===== config.mk =====
export PLATFORM = sky130hd
export DESIGN_NAME = trng_lfsr_pool
export DESIGN_NICKNAME = d
export VERILOG_FILES = /design/src/rtl/trng_lfsr_pool.sv
export SDC_FILE = /design/constraint.sdc
export NUM_CORES = 1
export LEC_CHECK = 0
export ABC_AREA = 1
export BUFFER_PORTS_ARGS = -buffer_cell sky130_fd_sc_hd__buf_2
export CORE_MARGIN = 5
export CORE_UTILIZATION = 50
export CTS_CLUSTER_DIAMETER = 200
export CTS_CLUSTER_SIZE = 28
export DETAILED_ROUTE_END_ITERATION = 16
export PLACE_DENSITY = 0.71
export SYNTH_ARGS = -nofsm -noshare
export SYNTH_HDL_FRONTEND = slang
export SYNTH_SLANG_ARGS = --single-unit
export TNS_END_PERCENT = 50

===== constraint.sdc =====
create_clock -name clk -period 5.5 [get_ports clk]
set_clock_uncertainty 0.1 [all_clocks]
set_input_delay 0.55 -clock clk [delete_from_list [all_inputs] [get_ports clk]]
set_output_delay 0.55 -clock clk [all_outputs]
set_load 0.05 [all_outputs]

===== src/rtl/trng_lfsr_pool.sv =====
// Entropy-conditioning LFSR: synchronised ring-oscillator bits are XOR-folded into a Fibonacci
// LFSR, and after warm-up the block emits words over valid/ready with overrun/stuck health flags.
module trng_lfsr_pool #(
    parameter int unsigned      WIDTH         = 16,
    parameter logic [WIDTH-1:0] POLYNOM       = 16'hB400,
    parameter int unsigned      CHANNELS      = 4,
    parameter int unsigned      OUT_WIDTH     = 8,
    parameter int unsigned      WARMUP_SHIFTS = 64,
    parameter int unsigned      STUCK_LIMIT   = 32
) (
    input  logic                 clk,
    input  logic                 rst,
    input  logic                 en,
    input  logic                 seed_we,
    input  logic [WIDTH-1:0]     seed,
    input  logic [CHANNELS-1:0]  ro_in,
    output logic [OUT_WIDTH-1:0] out_data,
    output logic                 out_valid,
    input  logic                 out_ready,
    output logic                 warmup_done,
    output logic                 overrun,
    output logic                 stuck_err
);

    localparam int unsigned WarmW  = $clog2(WARMUP_SHIFTS + 1);
    localparam int unsigned BitW   = $clog2(OUT_WIDTH + 1);
    localparam int unsigned StuckW = $clog2(STUCK_LIMIT + 1);

    localparam logic [WarmW-1:0]  WarmLast = WarmW'(WARMUP_SHIFTS - 1);
    localparam logic [BitW-1:0]   BitLast  = BitW'(OUT_WIDTH - 1);
    localparam logic [StuckW-1:0] StuckMax = StuckW'(STUCK_LIMIT);

    typedef enum logic [1:0] {StIdle, StWarmup, StRun, StFault} state_e;

    state_e                state_q, state_d;
    logic [WIDTH-1:0]      lfsr_q, lfsr_d;
    logic [CHANNELS-1:0]   sync1_q, sync1_d, sync2_q, sync2_d;
    logic                  prev_ent_q, prev_ent_d;
    logic [WarmW-1:0]      warm_cnt_q, warm_cnt_d;
    logic [BitW-1:0]       bit_cnt_q, bit_cnt_d;
    logic [StuckW-1:0]     stuck_cnt_q, stuck_cnt_d;
    logic [OUT_WIDTH-1:0]  out_data_q, out_data_d;
    logic                  out_valid_q, out_valid_d;
    logic                  overrun_q, overrun_d;
    logic                  stuck_err_q, stuck_err_d;
    logic                  warmup_done_q, warmup_done_d;

    logic                  ent;
    logic                  fb;
    logic [WIDTH-1:0]      lfsr_shift;
    logic [StuckW-1:0]     stuck_nxt;

    assign ent        = ^sync2_q;
    assign fb         = (^(lfsr_q & POLYNOM)) ^ ent;
    assign lfsr_shift = {fb, lfsr_q[WIDTH-1:1]};

    always_comb begin
        state_d       = state_q;
        lfsr_d        = lfsr_q;
        sync1_d       = ro_in;
        sync2_d       = sync1_q;
        prev_ent_d    = prev_ent_q;
        warm_cnt_d    = warm_cnt_q;
        bit_cnt_d     = bit_cnt_q;
        stuck_cnt_d   = stuck_cnt_q;
        out_data_d    = out_data_q;
        out_valid_d   = out_valid_q;
        overrun_d     = overrun_q;
        stuck_err_d   = stuck_err_q;
        stuck_nxt     = '0;

        if (ent == prev_ent_q) begin
            stuck_nxt = (stuck_cnt_q == StuckMax) ? stuck_cnt_q : stuck_cnt_q + 1'b1;
        end

        if (seed_we) begin
            state_d     = StWarmup;
            lfsr_d      = seed;
            prev_ent_d  = 1'b0;
            warm_cnt_d  = '0;
            bit_cnt_d   = '0;
            stuck_cnt_d = '0;
            out_valid_d = 1'b0;
            overrun_d   = 1'b0;
            stuck_err_d = 1'b0;
        end else begin
            if (out_valid_q && out_ready) begin
                out_valid_d = 1'b0;
            end
            unique case (state_q)
                StIdle: begin
                    if (en) begin
                        state_d = StWarmup;
                    end
                end
                StWarmup, StRun: begin
                    if (en) begin
                        lfsr_d      = lfsr_shift;
                        prev_ent_d  = ent;
                        stuck_cnt_d = stuck_nxt;
                        if (stuck_nxt == StuckMax) begin
                            state_d     = StFault;
                            stuck_err_d = 1'b1;
                            out_valid_d = 1'b0;
                        end else if (state_q == StWarmup) begin
                            warm_cnt_d = warm_cnt_q + 1'b1;
                            if (warm_cnt_q == WarmLast) begin
                                state_d   = StRun;
                                bit_cnt_d = '0;
                            end
                        end else if (bit_cnt_q == BitLast) begin
                            bit_cnt_d = '0;
                            // An unconsumed word that is not being taken this edge wins.
                            if (out_valid_q && !out_ready) begin
                                overrun_d = 1'b1;
                            end else begin
                                out_data_d  = lfsr_shift[OUT_WIDTH-1:0];
                                out_valid_d = 1'b1;
                            end
                        end else begin
                            bit_cnt_d = bit_cnt_q + 1'b1;
                        end
                    end
                end
                StFault: begin
                    out_valid_d = 1'b0;
                end
                default: begin
                    state_d = StIdle;
                end
            endcase
        end

        warmup_done_d = (state_d == StRun);
    end

    always_ff @(posedge clk or posedge rst) begin
        if (rst) begin
            state_q       <= StIdle;
            lfsr_q        <= '0;
            sync1_q       <= '0;
            sync2_q       <= '0;
            prev_ent_q    <= 1'b0;
            warm_cnt_q    <= '0;
            bit_cnt_q     <= '0;
            stuck_cnt_q   <= '0;
            out_data_q    <= '0;
            out_valid_q   <= 1'b0;
            overrun_q     <= 1'b0;
            stuck_err_q   <= 1'b0;
            warmup_done_q <= 1'b0;
        end else begin
            state_q       <= state_d;
            lfsr_q        <= lfsr_d;
            sync1_q       <= sync1_d;
            sync2_q       <= sync2_d;
            prev_ent_q    <= prev_ent_d;
            warm_cnt_q    <= warm_cnt_d;
            bit_cnt_q     <= bit_cnt_d;
            stuck_cnt_q   <= stuck_cnt_d;
            out_data_q    <= out_data_d;
            out_valid_q   <= out_valid_d;
            overrun_q     <= overrun_d;
            stuck_err_q   <= stuck_err_d;
            warmup_done_q <= warmup_done_d;
        end
    end

    assign out_data    = out_data_q;
    assign out_valid   = out_valid_q;
    assign overrun     = overrun_q;
    assign stuck_err   = stuck_err_q;
    assign warmup_done = warmup_done_q;

endmodule


==> flow_metrics.env, run 1 <==
export IMPL_status="finished clean"
export IMPL_die_area_sq_mm=0.00712
export IMPL_tightest_slew_ns=0.683
export IMPL_clock_path_buffers=2
export IMPL_yosys_warnings=0
export IMPL_fin_crit_sh=0.428
export IMPL_synth_main_ff_cell="dfrtp_1"
export IMPL_drv_cap=0
export IMPL_antennaDiodeCount=0
export IMPL_cts_tree="built"
export IMPL_final_nets=400
export IMPL_synth_seq_cells=55
export IMPL_place_area_sq_mm=0.00300
export IMPL_vias_per_cell=5.07
export IMPL_crit_path_start="state_q[0]$_DFF_PP0_"
export IMPL_hold_path_class="in -> reg"
export IMPL_stdcell_area_sq_mm=0.00312
export IMPL_fmax_mhz=425
export IMPL_crit_cells=8
export IMPL_finalSetupTns_ns=0
export IMPL_netlist_area_sq_mm=0.00277
export IMPL_synth_top_area_cell="dfrtp_1"
export IMPL_hold_viol_final=0
export IMPL_finalSetupViolCount=0
export IMPL_port_buffers=35
export IMPL_routedWlPerCell_um=12.4
export IMPL_r2r_start="state_q[0]$_DFF_PP0_"
export IMPL_synth_top_area_share=0.497
export IMPL_cpLargestDelayFamily="buffers and inverters"
export IMPL_grt_pass1_wl_um=9620
export IMPL_post_cts_buffers=0
export IMPL_drc=0
export IMPL_critPathRequiredTime_ns=5.59
export IMPL_synth_edf_count=0
export IMPL_die_w_um=84.4
export IMPL_cts_hold_buf=0
export IMPL_drive_gt1_frac=0.165
export IMPL_r2r_end="lfsr_q[14]$_DFFE_PP0P_"
export IMPL_vdd_drop_max_uv=175
export IMPL_crit_path_frequent_cell="inv_1"
export IMPL_area_growth_pct=12.6
export IMPL_critPathMaxFanout=20
export IMPL_cts_max_level=2
export IMPL_num_vias=2238
export IMPL_design_core_area_sq_mm=0.00544
export IMPL_cp_end_kind="flip-flop"
export IMPL_grt_overflow_total=0
export IMPL_crit_path_end="lfsr_q[14]$_DFFE_PP0P_"
export IMPL_power_leakage_uw=0.00155
export IMPL_async_flop_share=1.00
export IMPL_finalCriticalPeriod_ns=2.36
export IMPL_postRouteAntennaNets=0
export IMPL_synth_cell_types=33
export IMPL_path_cells="inv_1 > ha_1 > nand2_1 > inv_1 > nor2_1 > inv_1 > o22ai_1 > a21oi_1"
export IMPL_start_kind="flip-flop"
export IMPL_grt_total_usage=0.164
export IMPL_ys_top_cells_by_area="dfrtp_1, nand2_1, inv_1"
export IMPL_core_rowCount=27
export IMPL_cts_repair_resized=0
export IMPL_wirelength_um=5460
export IMPL_r2r_cells=8
export IMPL_critPathSlowestCell="dfrtp_1"
export IMPL_grt_pass1_vias=2141
export IMPL_p_per_area_mw_per_mm2=323
export IMPL_die_h_um=84.4
export IMPL_syn_num_nets=365
export IMPL_max_stage_delay_ns=0.44
export IMPL_avgSynthCellArea_sq_um=8.31
export IMPL_setup_reg_to_reg_worst_slack_ns=3.14
export IMPL_first_pass_iters=4
export IMPL_slew_limit_headroom=0.544
export IMPL_ioPinCount=37
export IMPL_cts_root_buf="clkbuf_8"
export IMPL_cts_sinks=55
export IMPL_start_util=0.509
export IMPL_cts_buffers=5
export IMPL_synth_cells=333
export IMPL_worstPathArrival_ns=2.44
export IMPL_crit_buf_inv=3
export IMPL_cts_clk_slew_worst_paths_ns=0.09
export IMPL_drtIter0Drc=73
export IMPL_clk_insertion_delay_late_ns=0.31
export IMPL_worstSetupPathType="reg -> reg"
export IMPL_post_dp_hpwl_um=3960
export IMPL_grt_antenna_before_repair=0
export IMPL_grt_max_degree=56
export IMPL_ys_seq_area_frac=0.497
export IMPL_gp_congestion=0.827
export IMPL_rsz0062_at_grt="no"
export IMPL_report_final_slew_viol_count=0
## cells by family (layout without fill, tap and decap cells)
family	count (synthesis)	in the layout	share of synthesized area
adders and majority gates	7	7	0.0316
and+or+nand+nor	153	153	0.232
AOI/OAI and AO/OA	61	61	0.139
xor gates and xnor gates	9	9	0.0312
buffers and inverters	48	84	0.0692
DFF	55	55	0.497
## cell usage after synthesis (2+ instances only)
library cell and n:
a21oi_1 7, or2_2 3, o221ai_1 4, nand3b_1 2, o22ai_1 7, o21ai_2 4
o211ai_1 4, nand3_2 3, xor2_1 5, o31ai_1 2, nand3_1 13, ha_1 7
o21ai_1 4, dfrtp_1 55, nand4_1 3, o21ai_0 21, clkbuf_1 6, nand2_1 95
xnor2_1 3, a31oi_1 4, inv_2 2, a22oi_1 2, nor2_1 30, inv_1 38
## through the flow
| stage | setup WS (ns) | utilization | total power, uW | std cells | hold slack (ns) |
|---|---|---|---|---|---|
| 3_3_place_gp | 3.18 | 0.551 | 730 | 433 | 0.232 |
| 4_1_cts | 3.13 | 0.573 | 1010 | 441 | 0.232 |
| 6_report | 3.14 | 0.573 | 1010 | 441 | 0.240 |
| 3_5_place_dp | 3.15 | 0.551 | 737 | 433 | 0.235 |
| 2_1_floorplan | 3.51 | - | 683 | 333 | 0.231 |
| 5_1_grt | 2.93 | 0.573 | 1070 | 441 | 0.224 |
## worst min path at each step
stage	from	end	slack, ns	cells after the start
2_1_floorplan	sync1_q[0]$_DFF_PP0_	sync2_q[0]$_DFF_PP0_	0.23	0
3_3_place_gp	sync1_q[1]$_DFF_PP0_	sync2_q[1]$_DFF_PP0_	0.23	0
3_5_place_dp	sync1_q[0]$_DFF_PP0_	sync2_q[0]$_DFF_PP0_	0.23	0
4_1_cts	ro_in[0]	sync1_q[0]$_DFF_PP0_	0.23	1
5_1_grt	ro_in[1]	sync1_q[1]$_DFF_PP0_	0.22	1
6_report	ro_in[0]	sync1_q[0]$_DFF_PP0_	0.24	1
## cells in the final DEF (no fill, tap or decap), types with 6 or more instances in the layout
| cell type | synthesis | routed |
|---|---|---|
| buf_2 | 0 | 35 |
| dfrtp_1 | 55 | 55 |
| ha_1 | 7 | 7 |
| nand2_1 | 95 | 95 |
| nand3_1 | 13 | 13 |
| o22ai_1 | 7 | 7 |
| inv_1 | 38 | 37 |
| a21oi_1 | 7 | 7 |
| clkbuf_8 | 0 | 6 |
| o21ai_0 | 21 | 21 |
| nor2_1 | 30 | 30 |
## power breakdown
part	internal [uW]	switching (uW)	total, uW
clock	147	130	277
sequential	450	34.0	484
combinational	88.0	157	245
## area by class of cell
| class | instances | area (sq um) |
|---|---|---|
| Fill cell | 496 | 2320 |
| Clock buffer | 6 | 82.6 |
| Inverter | 40 | 150 |
| Timing Repair Buffer | 36 | 183 |
| Clock inverter | 2 | 35.0 |
| Multi-Input combinational cell | 230 | 1200 |
| Sequential cell | 55 | 1380 |
| Tap cell | 72 | 90.1 |
## flip-flops by register name, summed over array words and instances (netlist names), 2 cells and up
signal,flops
out_data,8
warm_cnt_q,7
sync1_q,4
stuck_cnt_q,6
lfsr_q,15
state_q,2
sync2_q,4
bit_cnt_q,4
## metal layers
layer / vias up / track usage / share of wire / wire length (um)
met5: - / 0 / 0 / 0
met4: 0 / 0.0561 / 0.019 / 103
met3: 8 / 0.0343 / 0.049 / 270
met2: 52 / 0.263 / 0.46 / 2510
met1: 1031 / 0.224 / 0.47 / 2580
li1: 1147 / - / - / -
No activity file was read; power rests on OpenSTA's default activity.
==> run 2, diff against run 1 <==
- clock period: 5.5 -> 2.4 ns (I/O delays scaled with it)
==> flow_metrics.env, run 2 (synthesized netlist as in run 1, its figures left out) <==
export IMPL_port_buffers=35
export IMPL_report_final_slew_viol_count=0
export IMPL_finish_utilization=0.588
export IMPL_grt_pass1_wl_um=10400
export IMPL_critPathMaxFanout=14
export IMPL_post_cts_buffers=0
export IMPL_hold_viol_final=0
export IMPL_die_w_um=84.4
export IMPL_post_dp_hpwl_um=4360
export IMPL_cts_root_buf="clkbuf_8"
export IMPL_r2r_start="stuck_cnt_q[0]$_DFFE_PP0P_"
export IMPL_final_cell_mix="nand2_1, dfrtp_1, inv_1"
export IMPL_largest_register="lfsr_q"
export IMPL_die_area_sq_mm=0.00712
export IMPL_routedWlPerCell_um=13.0
export IMPL_finalSetupTns_ns=0
export IMPL_cp_end_kind="flip-flop"
export IMPL_wirelength_um=5870
export IMPL_power_leakage_uw=0.00159
export IMPL_fin_crit_sh=0.888
export IMPL_final_nets=411
export IMPL_ioPinCount=37
export IMPL_postRouteAntennaNets=0
export IMPL_hold_path_class="in -> reg"
export IMPL_final_common_cell="nand2_1"
export IMPL_cts_repair_resized=0
export IMPL_cts_sinks=55
export IMPL_finalSetupViolCount=0
export IMPL_finalCriticalPeriod_ns=2.13
export IMPL_cts_clk_slew_worst_paths_ns=0.10
export IMPL_r2r_end="warm_cnt_q[1]$_DFFE_PP0P_"
export IMPL_drive_gt1_frac=0.174
export IMPL_fmax_mhz=469
export IMPL_drtIter0Drc=104
export IMPL_vias_per_cell=5.19
export IMPL_cts_tree="built"
export IMPL_rsz0062_at_grt="no"
export IMPL_fin_ws_ns=0.269
export IMPL_setup_reg_to_reg_worst_slack_ns=0.27
export IMPL_drv_cap=0
export IMPL_design_core_area_sq_mm=0.00544
export IMPL_worstHoldStart="seed[7]"
export IMPL_start_kind="flip-flop"
export IMPL_p_per_area_mw_per_mm2=721
export IMPL_worstSetupPathType="reg -> reg"
export IMPL_first_pass_iters=4
export IMPL_slew_limit_headroom=0.653
export IMPL_grt_antenna_before_repair=0
export IMPL_critPathRequiredTime_ns=2.55
export IMPL_tightest_slew_ns=0.519
export IMPL_min_path_cells=3
export IMPL_clock_path_buffers=2
export IMPL_antennaDiodeCount=0
export IMPL_grt_overflow_total=0
export IMPL_grt_pass1_vias=2330
export IMPL_hold_path_end="lfsr_q[7]$_DFFE_PP0P_"
export IMPL_status="finished clean"
export IMPL_drc=0
export IMPL_grt_total_usage=0.179
export IMPL_gp_congestion=0.823
export IMPL_cts_max_level=2
export IMPL_r2r_cells=14
export IMPL_largest_register_ffs=15
export IMPL_dp_slack_ns=0.289
export IMPL_die_h_um=84.4
export IMPL_start_util=0.509
export IMPL_area_growth_pct=15.6
export IMPL_grt_max_degree=24
export IMPL_vdd_drop_max_uv=400
export IMPL_worstPathArrival_ns=2.28
export IMPL_n_fill_cell=506
export IMPL_hold_slack_ns=0.0398
export IMPL_num_vias=2339
export IMPL_clk_insertion_delay_late_ns=0.31
export IMPL_core_rowCount=27
export IMPL_cts_buffers=5
-- run 2: worst max-delay path by stage --
stage,cells past startpoint,slack [ns],end,start
after detailed placement,13,0.29,out_data[0]$_DFFE_PP0P_,stuck_cnt_q[0]$_DFFE_PP0P_
after global routing,13,0.03,out_data[0]$_DFFE_PP0P_,stuck_cnt_q[0]$_DFFE_PP0P_
after global placement,12,0.32,warm_cnt_q[3]$_DFFE_PP0P_,stuck_cnt_q[0]$_DFFE_PP0P_
final,14,0.27,warm_cnt_q[1]$_DFFE_PP0P_,stuck_cnt_q[0]$_DFFE_PP0P_
after CTS,13,0.27,out_data[0]$_DFFE_PP0P_,stuck_cnt_q[0]$_DFFE_PP0P_
after floorplan,13,0.53,warm_cnt_q[3]$_DFFE_PP0P_,stuck_cnt_q[0]$_DFFE_PP0P_
-- run 2: where the power goes --
| part | internal, uW | switching [uW] | total (uW) |
|---|---|---|---|
| clock | 305 | 294 | 599 |
| sequential | 1030 | 78.2 | 1110 |
| combinational | 221 | 380 | 601 |
| total | 1560 | 752 | 2310 |
-- run 2: area by class of cell --
cell class | count | area [sq um] | share of cell area
clock buffer | 5 | 68.8 | 0.0215
multi-input combinational | 230 | 1200 | 0.375
inverter | 40 | 150 | 0.0469
timing repair buffer | 47 | 278 | 0.0868
tap | 72 | 90.1 | 0.0281
clock inverter | 2 | 37.5 | 0.0117
sequential | 55 | 1380 | 0.430
-- run 2: repair_timing --
action	in CTS	in global routing
hold buffers	5	0
endpoints found under the setup margin	0	0
endpoints found under the hold margin	18	0
-- run 2: per-layer routing --
layer / GRT usage / up-vias / wire, um
li1: - / 1168 / -
met1: 0.238 / 1099 / 2750
met2: 0.290 / 57 / 2740
met3: 0.0343 / 15 / 237
met4: 0.0691 / 0 / 138
met5: 0 / - / 0
-- run 2: metrics by stage --
| stage | cell area, sq um | instances | power (uW) |
|---|---|---|---|
| 5_1_grt | 3200 | 451 | 2460 |
| 6_report | 3200 | 451 | 2310 |
| 2_1_floorplan | 2770 | 333 | 1570 |
| 3_5_place_dp | 3040 | 439 | 1720 |
| 4_1_cts | 3200 | 451 | 2320 |
| 3_3_place_gp | 3040 | 439 | 1690 |
-- run 2: worst max-delay path, stage by stage, from the launching register on --
cell and delay [ns]:
dfrtp_1 0.43, inv_1 0.11, ha_1 0.17, nand3_1 0.07
nor2_1 0.12, nor2_1 0.07, inv_1 0.07, nand2_1 0.05
inv_1 0.05, nand2_1 0.06, inv_2 0.05, nand3_2 0.12
o21ai_4 0.37, nand2_1 0.13, o21ai_2 0.08
==> run 3, diff against run 2 <==
- PLACE_DENSITY: 0.71 -> default
- PLACE_DENSITY_LB_ADDON: default -> 0.08
==> flow_metrics.env, run 3 (synthesized netlist as in run 1, its figures left out) <==
export IMPL_fin_ws_ns=0.252
export IMPL_design_core_area_sq_mm=0.00544
export IMPL_setup_reg_to_reg_worst_slack_ns=0.25
export IMPL_critPathRequiredTime_ns=2.54
export IMPL_clk_insertion_delay_late_ns=0.31
export IMPL_critPathSlowestCell="dfrtp_1"
export IMPL_die_area_sq_mm=0.00712
export IMPL_finalSetupViolCount=0
export IMPL_slew_limit_headroom=0.653
export IMPL_worstHoldStart="seed[1]"
export IMPL_largest_register_ffs=15
export IMPL_p_per_area_mw_per_mm2=719
export IMPL_largest_register="lfsr_q"
export IMPL_drtIter0Drc=108
export IMPL_final_nets=411
export IMPL_finalSetupTns_ns=0
export IMPL_cts_max_level=2
export IMPL_wirelength_um=5490
export IMPL_grt_overflow_total=0
export IMPL_worstPathArrival_ns=2.29
export IMPL_hold_viol_final=0
export IMPL_drc=0
export IMPL_post_dp_hpwl_um=3980
export IMPL_critPathMaxFanout=14
export IMPL_grt_antenna_before_repair=0
export IMPL_die_w_um=84.4
export IMPL_r2r_cells=14
export IMPL_fmax_mhz=466
export IMPL_start_util=0.509
export IMPL_power_leakage_uw=0.00160
export IMPL_core_rowCount=27
export IMPL_report_final_slew_viol_count=0
export IMPL_gp_congestion=0.824
export IMPL_final_common_cell="nand2_1"
export IMPL_fin_crit_sh=0.895
export IMPL_start_kind="flip-flop"
export IMPL_worstSetupPathType="reg -> reg"
export IMPL_drv_cap=0
export IMPL_area_growth_pct=16.0
export IMPL_rsz0062_at_grt="yes"
export IMPL_grt_max_degree=34
export IMPL_routedWlPerCell_um=12.2
export IMPL_finish_utilization=0.590
export IMPL_drive_gt1_frac=0.172
export IMPL_hold_path_end="lfsr_q[1]$_DFFE_PP0P_"
export IMPL_vdd_drop_max_uv=477
export IMPL_status="finished clean"
export IMPL_antennaDiodeCount=0
export IMPL_cts_repair_resized=0
export IMPL_num_vias=2255
export IMPL_grt_pass1_vias=2137
export IMPL_cts_tree="built"
export IMPL_postRouteAntennaNets=0
export IMPL_vias_per_cell=5.00
export IMPL_die_h_um=84.4
export IMPL_port_buffers=35
export IMPL_r2r_start="stuck_cnt_q[0]$_DFFE_PP0P_"
export IMPL_min_path_cells=3
export IMPL_clock_path_buffers=2
export IMPL_grt_total_usage=0.164
export IMPL_path_cells="inv_1 > ha_1 > nand3_1 > nor2_1 > nor2_1 > inv_1 > nand2_1 > inv_1 > nand2_1 > inv_2 > nand3_2 > o21ai_4 > nand2_1 > o21ai_2"
export IMPL_ioPinCount=37
export IMPL_first_pass_iters=4
export IMPL_final_cell_mix="nand2_1, dfrtp_1, inv_1"
export IMPL_cts_root_buf="clkbuf_8"
export IMPL_cts_buffers=5
export IMPL_hold_path_class="in -> reg"
export IMPL_finalCriticalPeriod_ns=2.15
export IMPL_dp_slack_ns=0.257
export IMPL_r2r_end="warm_cnt_q[1]$_DFFE_PP0P_"
export IMPL_cp_end_kind="flip-flop"
export IMPL_max_stage_delay_ns=0.44
export IMPL_post_cts_buffers=0
export IMPL_grt_pass1_wl_um=9720
export IMPL_cts_clk_slew_worst_paths_ns=0.10
export IMPL_tightest_slew_ns=0.520
export IMPL_hold_slack_ns=0.0321
export IMPL_cts_sinks=55
-- run 3: per-layer routing --
| metal | track usage | up-vias | part of all wire |
|---|---|---|---|
| met2 | 0.270 | 53 | 0.46 |
| met3 | 0.0285 | 7 | 0.043 |
| met5 | 0 | - | 0 |
| met1 | 0.226 | 1021 | 0.49 |
| li1 | - | 1174 | - |
| met4 | 0.0432 | 0 | 0.010 |
-- run 3: through the flow --
step	std cells	instance area (sq um)	power (uW)
floorplan	333	2770	1570
global placement	439	3060	1700
detailed placement	439	3060	1710
CTS	451	3210	2320
global route	451	3210	2460
finish	451	3210	2310
-- run 3: layout make-up --
cell class              instances  area, sq um
clock buffers                   6         72.6
clock inverters                 1         30.0
fillers                       488         2230
inverters                      40          150
multi-input cells             230         1200
flip-flops and latches         55         1380
well taps                      72         90.1
repair buffers                 47          290
-- run 3: worst max path at each step --
stage / start / end / slack [ns] / depth (start not counted)
6_report: stuck_cnt_q[0]$_DFFE_PP0P_ / warm_cnt_q[1]$_DFFE_PP0P_ / 0.25 / 14
5_1_grt: stuck_cnt_q[0]$_DFFE_PP0P_ / out_data[0]$_DFFE_PP0P_ / -0.02 / 13
4_1_cts: stuck_cnt_q[0]$_DFFE_PP0P_ / out_data[2]$_DFFE_PP0P_ / 0.24 / 13
3_5_place_dp: stuck_cnt_q[0]$_DFFE_PP0P_ / warm_cnt_q[3]$_DFFE_PP0P_ / 0.26 / 13
3_3_place_gp: stuck_cnt_q[0]$_DFFE_PP0P_ / warm_cnt_q[6]$_DFFE_PP0P_ / 0.28 / 12
2_1_floorplan: stuck_cnt_q[0]$_DFFE_PP0P_ / warm_cnt_q[3]$_DFFE_PP0P_ / 0.53 / 13
-- run 3: report_power, final --
group | internal, uW | switching (uW) | leakage, uW
Combinational | 230 | 364 | 0.000837
Clock | 307 | 301 | 0.0000513
Sequential | 1030 | 74.8 | 0.000710
Total | 1570 | 740 | 0.00160
-- run 3: timing repair --
| action | 4_1_cts | 5_1_grt |
|---|---|---|
| hold endpoints to repair | 26 | 0 |
| endpoints found under the setup margin | 0 | 4 |
| hold buffers | 5 | 0 |
-- run 3: worst max-delay path: cells and delay by family (launching register included) --
family | cells | cell delay, ns
AND/OR/NAND/NOR | 7 | 0.62
AO/OA/AOI/OAI | 2 | 0.44
flip-flops | 1 | 0.44
adder cells (fa/ha/maj) | 1 | 0.18
buffers and inverters | 4 | 0.30
